[src/rtl/stuff_nrzi_enc_pkg.sv]
// Shared definitions for the host transmit bit-stuffer / NRZI encoder.
//   - packet-type tag encodings carried alongside each serial bit
//   - FSM state encoding
//   - stuff threshold (run of ones that forces an inserted 0)
//   - saturating increment for the 6-bit stuffed-bit counter
package stuff_nrzi_enc_pkg;

  localparam logic [1:0] TYPE_NON  = 2'b00;
  localparam logic [1:0] TYPE_TOK  = 2'b01;
  localparam logic [1:0] TYPE_DATA = 2'b10;
  localparam logic [1:0] TYPE_HS   = 2'b11;

  localparam int unsigned STUFF_THRESH = 6;

  typedef enum logic [1:0] {
    IDLE  = 2'd0,
    SEND  = 2'd1,
    STUFF = 2'd2
  } state_t;

  function automatic logic [5:0] sat_inc6(input logic [5:0] v);
    return (v == '1) ? v : v + 6'd1;
  endfunction

endpackage

[src/rtl/stuff_nrzi_enc_nrzi_enc.sv]
// nrzi_enc: NRZI line-level register.
// Ports:
//   clk, rst_b  clock, async active-low reset (level resets to 1 = J)
//   nrz_bit     bit to encode (0 toggles the level, 1 holds it)
//   en          encode nrz_bit against the current level
//   restart     start from level 1 and encode nrz_bit in the same cycle;
//               the result is simply nrz_bit (1 holds J, 0 toggles to K)
//   level       current line level
module nrzi_enc (
  input  logic clk,
  input  logic rst_b,
  input  logic nrz_bit,
  input  logic en,
  input  logic restart,
  output logic level
);

  always_ff @(posedge clk or negedge rst_b) begin
    if (!rst_b) begin
      level <= 1'b1;
    end else if (restart) begin
      level <= nrz_bit;
    end else if (en) begin
      level <= nrz_bit ? level : ~level;
    end
  end

endmodule

[src/rtl/stuff_nrzi_enc.sv]
// stuff_nrzi_enc: serial bit-stuffer and NRZI encoder for the host TX path.
// Inserts a 0 after every six consecutive 1s, NRZI-encodes the stream and
// reports how many stuff bits went into the current/most recent packet.
// Build option: define BIT_STUFF_EN to enable stuffing; without it the block
// is a plain 1-cycle NRZI encoder (pause and stuffed tied to 0).
// Ports:
//   clk, rst_b  clock, async active-low reset
//   in_bit      raw packet bit from the serializer
//   in_type     packet type of in_bit (TYPE_NON = no bit)
//   pause       upstream must hold its inputs while high (stuff pending)
//   out_bit     NRZI line level, 1 = J, 0 = K
//   out_type    type tag aligned with out_bit
//   stuffed     stuff bits inserted in current/last packet, saturates at 63
module stuff_nrzi_enc
  import stuff_nrzi_enc_pkg::*;
(
  input  logic       clk,
  input  logic       rst_b,
  input  logic       in_bit,
  input  logic [1:0] in_type,
  output logic       pause,
  output logic       out_bit,
  output logic [1:0] out_type,
  output logic [5:0] stuffed
);

  state_t     state_q, state_d;
  logic [1:0] type_q, type_d;
  logic       enc_bit, enc_en, enc_restart;
`ifdef BIT_STUFF_EN
  logic [2:0] ones_q, ones_d;
  logic [5:0] stuffed_q, stuffed_d;
`endif

  always_comb begin
    state_d     = state_q;
    type_d      = type_q;
    enc_bit     = in_bit;
    enc_en      = 1'b0;
    enc_restart = 1'b0;
`ifdef BIT_STUFF_EN
    ones_d      = ones_q;
    stuffed_d   = stuffed_q;
`endif
    case (state_q)
      IDLE: begin
        if (in_type != TYPE_NON) begin
          enc_restart = 1'b1;
          type_d      = in_type;
          state_d     = SEND;
`ifdef BIT_STUFF_EN
          ones_d      = {2'b00, in_bit};
          stuffed_d   = '0;
`endif
        end
      end
      SEND: begin
        if (in_type == TYPE_NON) begin
          // Returning to idle parks the line at J via a restart with a 1.
          enc_bit     = 1'b1;
          enc_restart = 1'b1;
          type_d      = TYPE_NON;
          state_d     = IDLE;
`ifdef BIT_STUFF_EN
          ones_d      = '0;
`endif
        end else if (in_type != type_q) begin
          // A type change without an idle gap is a new packet start.
          enc_restart = 1'b1;
          type_d      = in_type;
`ifdef BIT_STUFF_EN
          ones_d      = {2'b00, in_bit};
          stuffed_d   = '0;
`endif
        end else begin
          enc_en = 1'b1;
`ifdef BIT_STUFF_EN
          if (in_bit) begin
            ones_d = ones_q + 3'd1;
            if (ones_q == 3'(STUFF_THRESH - 1)) begin
              state_d = STUFF;
            end
          end else begin
            ones_d = '0;
          end
`endif
        end
      end
`ifdef BIT_STUFF_EN
      STUFF: begin
        // Inputs are ignored here; upstream is holding under pause.
        enc_bit   = 1'b0;
        enc_en    = 1'b1;
        ones_d    = '0;
        stuffed_d = sat_inc6(stuffed_q);
        state_d   = SEND;
      end
`endif
      default: state_d = IDLE;
    endcase
  end

  always_ff @(posedge clk or negedge rst_b) begin
    if (!rst_b) begin
      state_q   <= IDLE;
      type_q    <= TYPE_NON;
`ifdef BIT_STUFF_EN
      ones_q    <= '0;
      stuffed_q <= '0;
`endif
    end else begin
      state_q   <= state_d;
      type_q    <= type_d;
`ifdef BIT_STUFF_EN
      ones_q    <= ones_d;
      stuffed_q <= stuffed_d;
`endif
    end
  end

  nrzi_enc u_nrzi (
    .clk     (clk),
    .rst_b   (rst_b),
    .nrz_bit (enc_bit),
    .en      (enc_en),
    .restart (enc_restart),
    .level   (out_bit)
  );

  assign out_type = type_q;
`ifdef BIT_STUFF_EN
  assign pause    = (state_q == STUFF);
  assign stuffed  = stuffed_q;
`else
  assign pause    = 1'b0;
  assign stuffed  = '0;
`endif

endmodule

[config.mk]
export PLATFORM = sky130hd
export DESIGN_NAME = stuff_nrzi_enc
export DESIGN_NICKNAME = d
export VERILOG_FILES = /design/src/rtl/stuff_nrzi_enc_pkg.sv /design/src/rtl/stuff_nrzi_enc_nrzi_enc.sv /design/src/rtl/stuff_nrzi_enc.sv
export SDC_FILE = /design/constraint.sdc
export NUM_CORES = 1
export LEC_CHECK = 0
export BUFFER_PORTS_ARGS = -buffer_cell sky130_fd_sc_hd__clkbuf_2
export CAP_MARGIN = 20
export CORE_AREA = 2 2 39 41
export CTS_CLUSTER_DIAMETER = 120
export DETAILED_ROUTE_END_ITERATION = 10
export DIE_AREA = 0 0 41 43
export SETUP_SLACK_MARGIN = 0.1
export SYNTH_ARGS = -nofsm -noshare
export SYNTH_HDL_FRONTEND = slang
export SYNTH_SLANG_ARGS = --single-unit
[constraint.sdc]
create_clock -name clk -period 2 [get_ports clk]
set_clock_uncertainty 0.2 [all_clocks]
set_input_delay 0.3 -clock clk [delete_from_list [all_inputs] [get_ports clk]]
set_output_delay 0.3 -clock clk [all_outputs]
set_load 0.01 [all_outputs]
==> impl_metrics.py <==
metrics = {
    "die": {
        "chipHeight_um": 43,
        "core-area_sq_um": 1380,
        "num_rows": 14,
        "floorplan.die_area_sq_um": 1760,
        "initial_core_utilization_pct": 21.0,
        "die_w_um": 41,
        "boundaryPins": 15,
    },
    "job": {
        "cap_viol_max_count": 0,
    },
    "placed_design": {
        "portBuffers": 7,
        "gp_congestion": 0.635,
        "placedInstanceArea_sq_um": 315,
        "placed_cells_incl_taps": 54,
        "post-dp-hpwl_um": 438,
    },
    "worst_setup_path": {
        "cp_slowest_stage_delay_ns": 0.40,
        "capturing_element_of_the_worst_setup_path": "u_nrzi.level",
        "timing_worst_setup_path_type": "reg2reg",
        "timing.critical_path.slowest_stage_cell": "sky130_fd_sc_hd__dfrtp_1",
        "regToRegSetupSlack_ns": 0.48,
        "worst_r2r_startpoint": "state_q[0]",
        "critical-path-top-delay-family": "flip-flops",
        "worstSetupStartpoint": "state_q[0]",
        "sum_of_buffers_and_inverters_on_the_critical_path": 1,
        "r2r-end": "u_nrzi.level",
        "arrival_ns": 1.48,
        "reg2regPathDepth": 5,
        "startpoint_type": "register",
        "critical_path_cell_count": 5,
        "worstPathMaxFanout": 4,
        "critical_path.endpoint_type": "register",
        "worstPathRequired_ns": 1.95,
        "path_cells": "inv_1, ha_1, nor2_1, o21ai_0, o221a_1",
    },
    "clocking": {
        "cts_root_buf": "sky130_fd_sc_hd__clkbuf_4",
        "worst_setup_hold_path_clk_slew_ns": 0.04,
        "numCtsBuffers": 3,
        "clock_tree_from_tritoncts": "built",
        "ctsLongestPathBuffers": 2,
        "ctsHtreeMaxLevel": 1,
        "clock_latency_ns": 0.24,
        "clock-sinks": 4,
        "cts_resized": 0,
    },
    "global_route": {
        "grt_antenna_before_repair": 0,
        "maximum_number_of_pins_on_one_net_before_global_route_repair": 6,
        "track_usage_pct": 7.16,
        "grt_pass1_wl_um": 814,
        "first_global_vias": 219,
        "grt_overflow": 0,
    },
    "sta": {
        "timing.setup.tns_ns": 0,
        "unrepaired_setup_endpoints_after_global_routing": "no",
        "number_of_failing_hold_endpoints_at_the_final_stage": 0,
        "setup_viol": 0,
        "max_freq_mhz": 656,
        "timing.final.crit_period_ns": 1.52,
        "slew_viol_final": 0,
        "final_min_period_over_clock_period_pct": 76.2,
    },
    "detailed_routing": {
        "vias": 239,
        "detail_route.drc_violations": 0,
        "first_iter_violations": 5,
        "drt-total-wl_um": 513,
        "length_of_the_first_detailed_routing_pass_in_iterations": 4,
        "antenna_violating_nets_post_route": 0,
        "vias_per_cell": 4.05,
        "routed_wire_length_per_instance_um": 8.69,
    },
    "power_and_ir_drop": {
        "power_density_nw_per_um2": 1070,
        "power.ir.vdd_worst_uv": 327,
        "power.static_leakage_nw": 0.174,
    },
    "hold_path": {
        "worstHoldPathType": "in2reg",
    },
    "synthesis": {
        "synth.yosys.warnings": 0,
        "synth_register_bits": 4,
        "yosysSeqAreaShare_pct": 34.9,
        "netlist-cell-type-count": 19,
        "post_synth.cell_area_avg_sq_um": 9.07,
        "postSynthCellCount": 32,
        "synth_area_sq_um": 290,
    },
    "final_layout": {
        "design.final.nets": 50,
        "post-route-cell-area_sq_um": 352,
        "antenna_cells": 0,
        "finish.cell_count_without_fillers": 59,
        "post_route_cells_drive_above_1_share_pct": 30.2,
        "layout.cells.most_common_list": "sky130_fd_sc_hd__conb_1 (7), sky130_fd_sc_hd__clkbuf_2 (7), sky130_fd_sc_hd__nand2_1 (3), sky130_fd_sc_hd__clkbuf_4 (3), sky130_fd_sc_hd__dfrtp_1 (3)",
        "area_overhead_vs_synth_pct": 21.1,
    },
    "status": {
        "run_status": "finished, final reports clean",
    },
}
-- synth_stat cells (all sizes together) --
| cell | instances | area share [%] |
|---|---|---|
| a22o | 1 | 3.0 |
| a31o | 1 | 3.0 |
| buf | 7 | 18 |
| conb | 1 | 1.3 |
| dfrtp | 3 | 26 |
| dfstp | 1 | 9.1 |
| ha | 1 | 4.3 |
| inv | 2 | 2.6 |
| nand2 | 3 | 3.9 |
| nand2b | 1 | 2.2 |
| nor2 | 2 | 2.6 |
| nor2b | 1 | 2.2 |
| nor3 | 1 | 1.7 |
| o21ai | 2 | 3.4 |
| o21ba | 1 | 3.4 |
| o221a | 1 | 3.9 |
| o32a | 1 | 3.4 |
| xor2 | 2 | 6.0 |
-- how the worst min path moves through the flow --
stage | start | end | slack [ns] | depth (start not counted)
after global routing | in_type[0] | out_type[0] | 0.13 | 2
after detailed placement | rst_b | state_q[0] | -0.09 | 1
after CTS | in_type[0] | out_type[0] | 0.11 | 2
final | in_type[0] | out_type[0] | 0.12 | 2
after floorplan | rst_b | out_type[0] | -0.20 | 0
after global placement | rst_b | state_q[0] | -0.09 | 1
-- worst register-to-register path, delay by kind of cell, from the launching register on --
family                   cells  cell delay, ns
flip-flops                   1            0.40
AO/OA/AOI/OAI                2            0.38
buffers and inverters        1            0.11
AND/OR/NAND/NOR              1            0.14
adder cells (fa/ha/maj)      1            0.22
-- sequential cells by signal (all words and copies together), names as in the netlist --
| register | count |
|---|---|
| state_q | 1 |
| out_type | 2 |
| u_nrzi.level | 1 |
-- layer usage --
metal | up-vias | wire (um) | track usage (%)
li1 | 116 | - | -
met1 | 116 | 214 | 8.17
met2 | 7 | 262 | 9.69
met3 | 0 | 36 | 3.14
met4 | 0 | 0 | 6.00
met5 | - | 0 | 0
-- logic make-up after synthesis --
family | after synthesis | share of synthesized area [%]
other | 1 | 1.29
adder cells (fa/ha/maj) | 1 | 4.31
AO/OA/AOI/OAI | 7 | 20.3
flip-flops | 4 | 34.9
buffers and inverters | 9 | 20.7
AND/OR/NAND/NOR | 8 | 12.5
XOR/XNOR | 2 | 6.04
-- what timing repair did --
| item | 4_1_cts | 5_1_grt |
|---|---|---|
| buffers inserted | 0 | 0 |
| hold endpoints to repair | 4 | 0 |
| hold buffers | 1 | 0 |
-- report_power, final --
group / internal, mW / total, mW / switching (mW)
logic: 0.0571 / 0.123 / 0.0657
clock network: 0.0750 / 0.110 / 0.0354
registers: 0.113 / 0.141 / 0.0283
total: 0.245 / 0.374 / 0.129
-- through the flow --
step                      power (mW)  setup WS (ns)  hold slack [ns]  utilization, %
after CTS                      0.383          0.468            0.112            25.4
after detailed placement       0.264          0.417          -0.0878            22.8
after global placement         0.260          0.425          -0.0926            22.8
after floorplan                0.232          0.560           -0.196               -
after global routing           0.406          0.360            0.128            25.4
final                          0.374          0.477            0.117            25.4
-- cell type report --
class / count / area, sq um
clock buffer: 4 / 26.3
fill: 155 / 1030
inverter: 2 / 7.51
multi-input combinational: 25 / 151
sequential: 4 / 101
tap: 16 / 20.0
timing repair buffer: 8 / 45.0
Note: power is estimated with default switching activity, not from simulation.
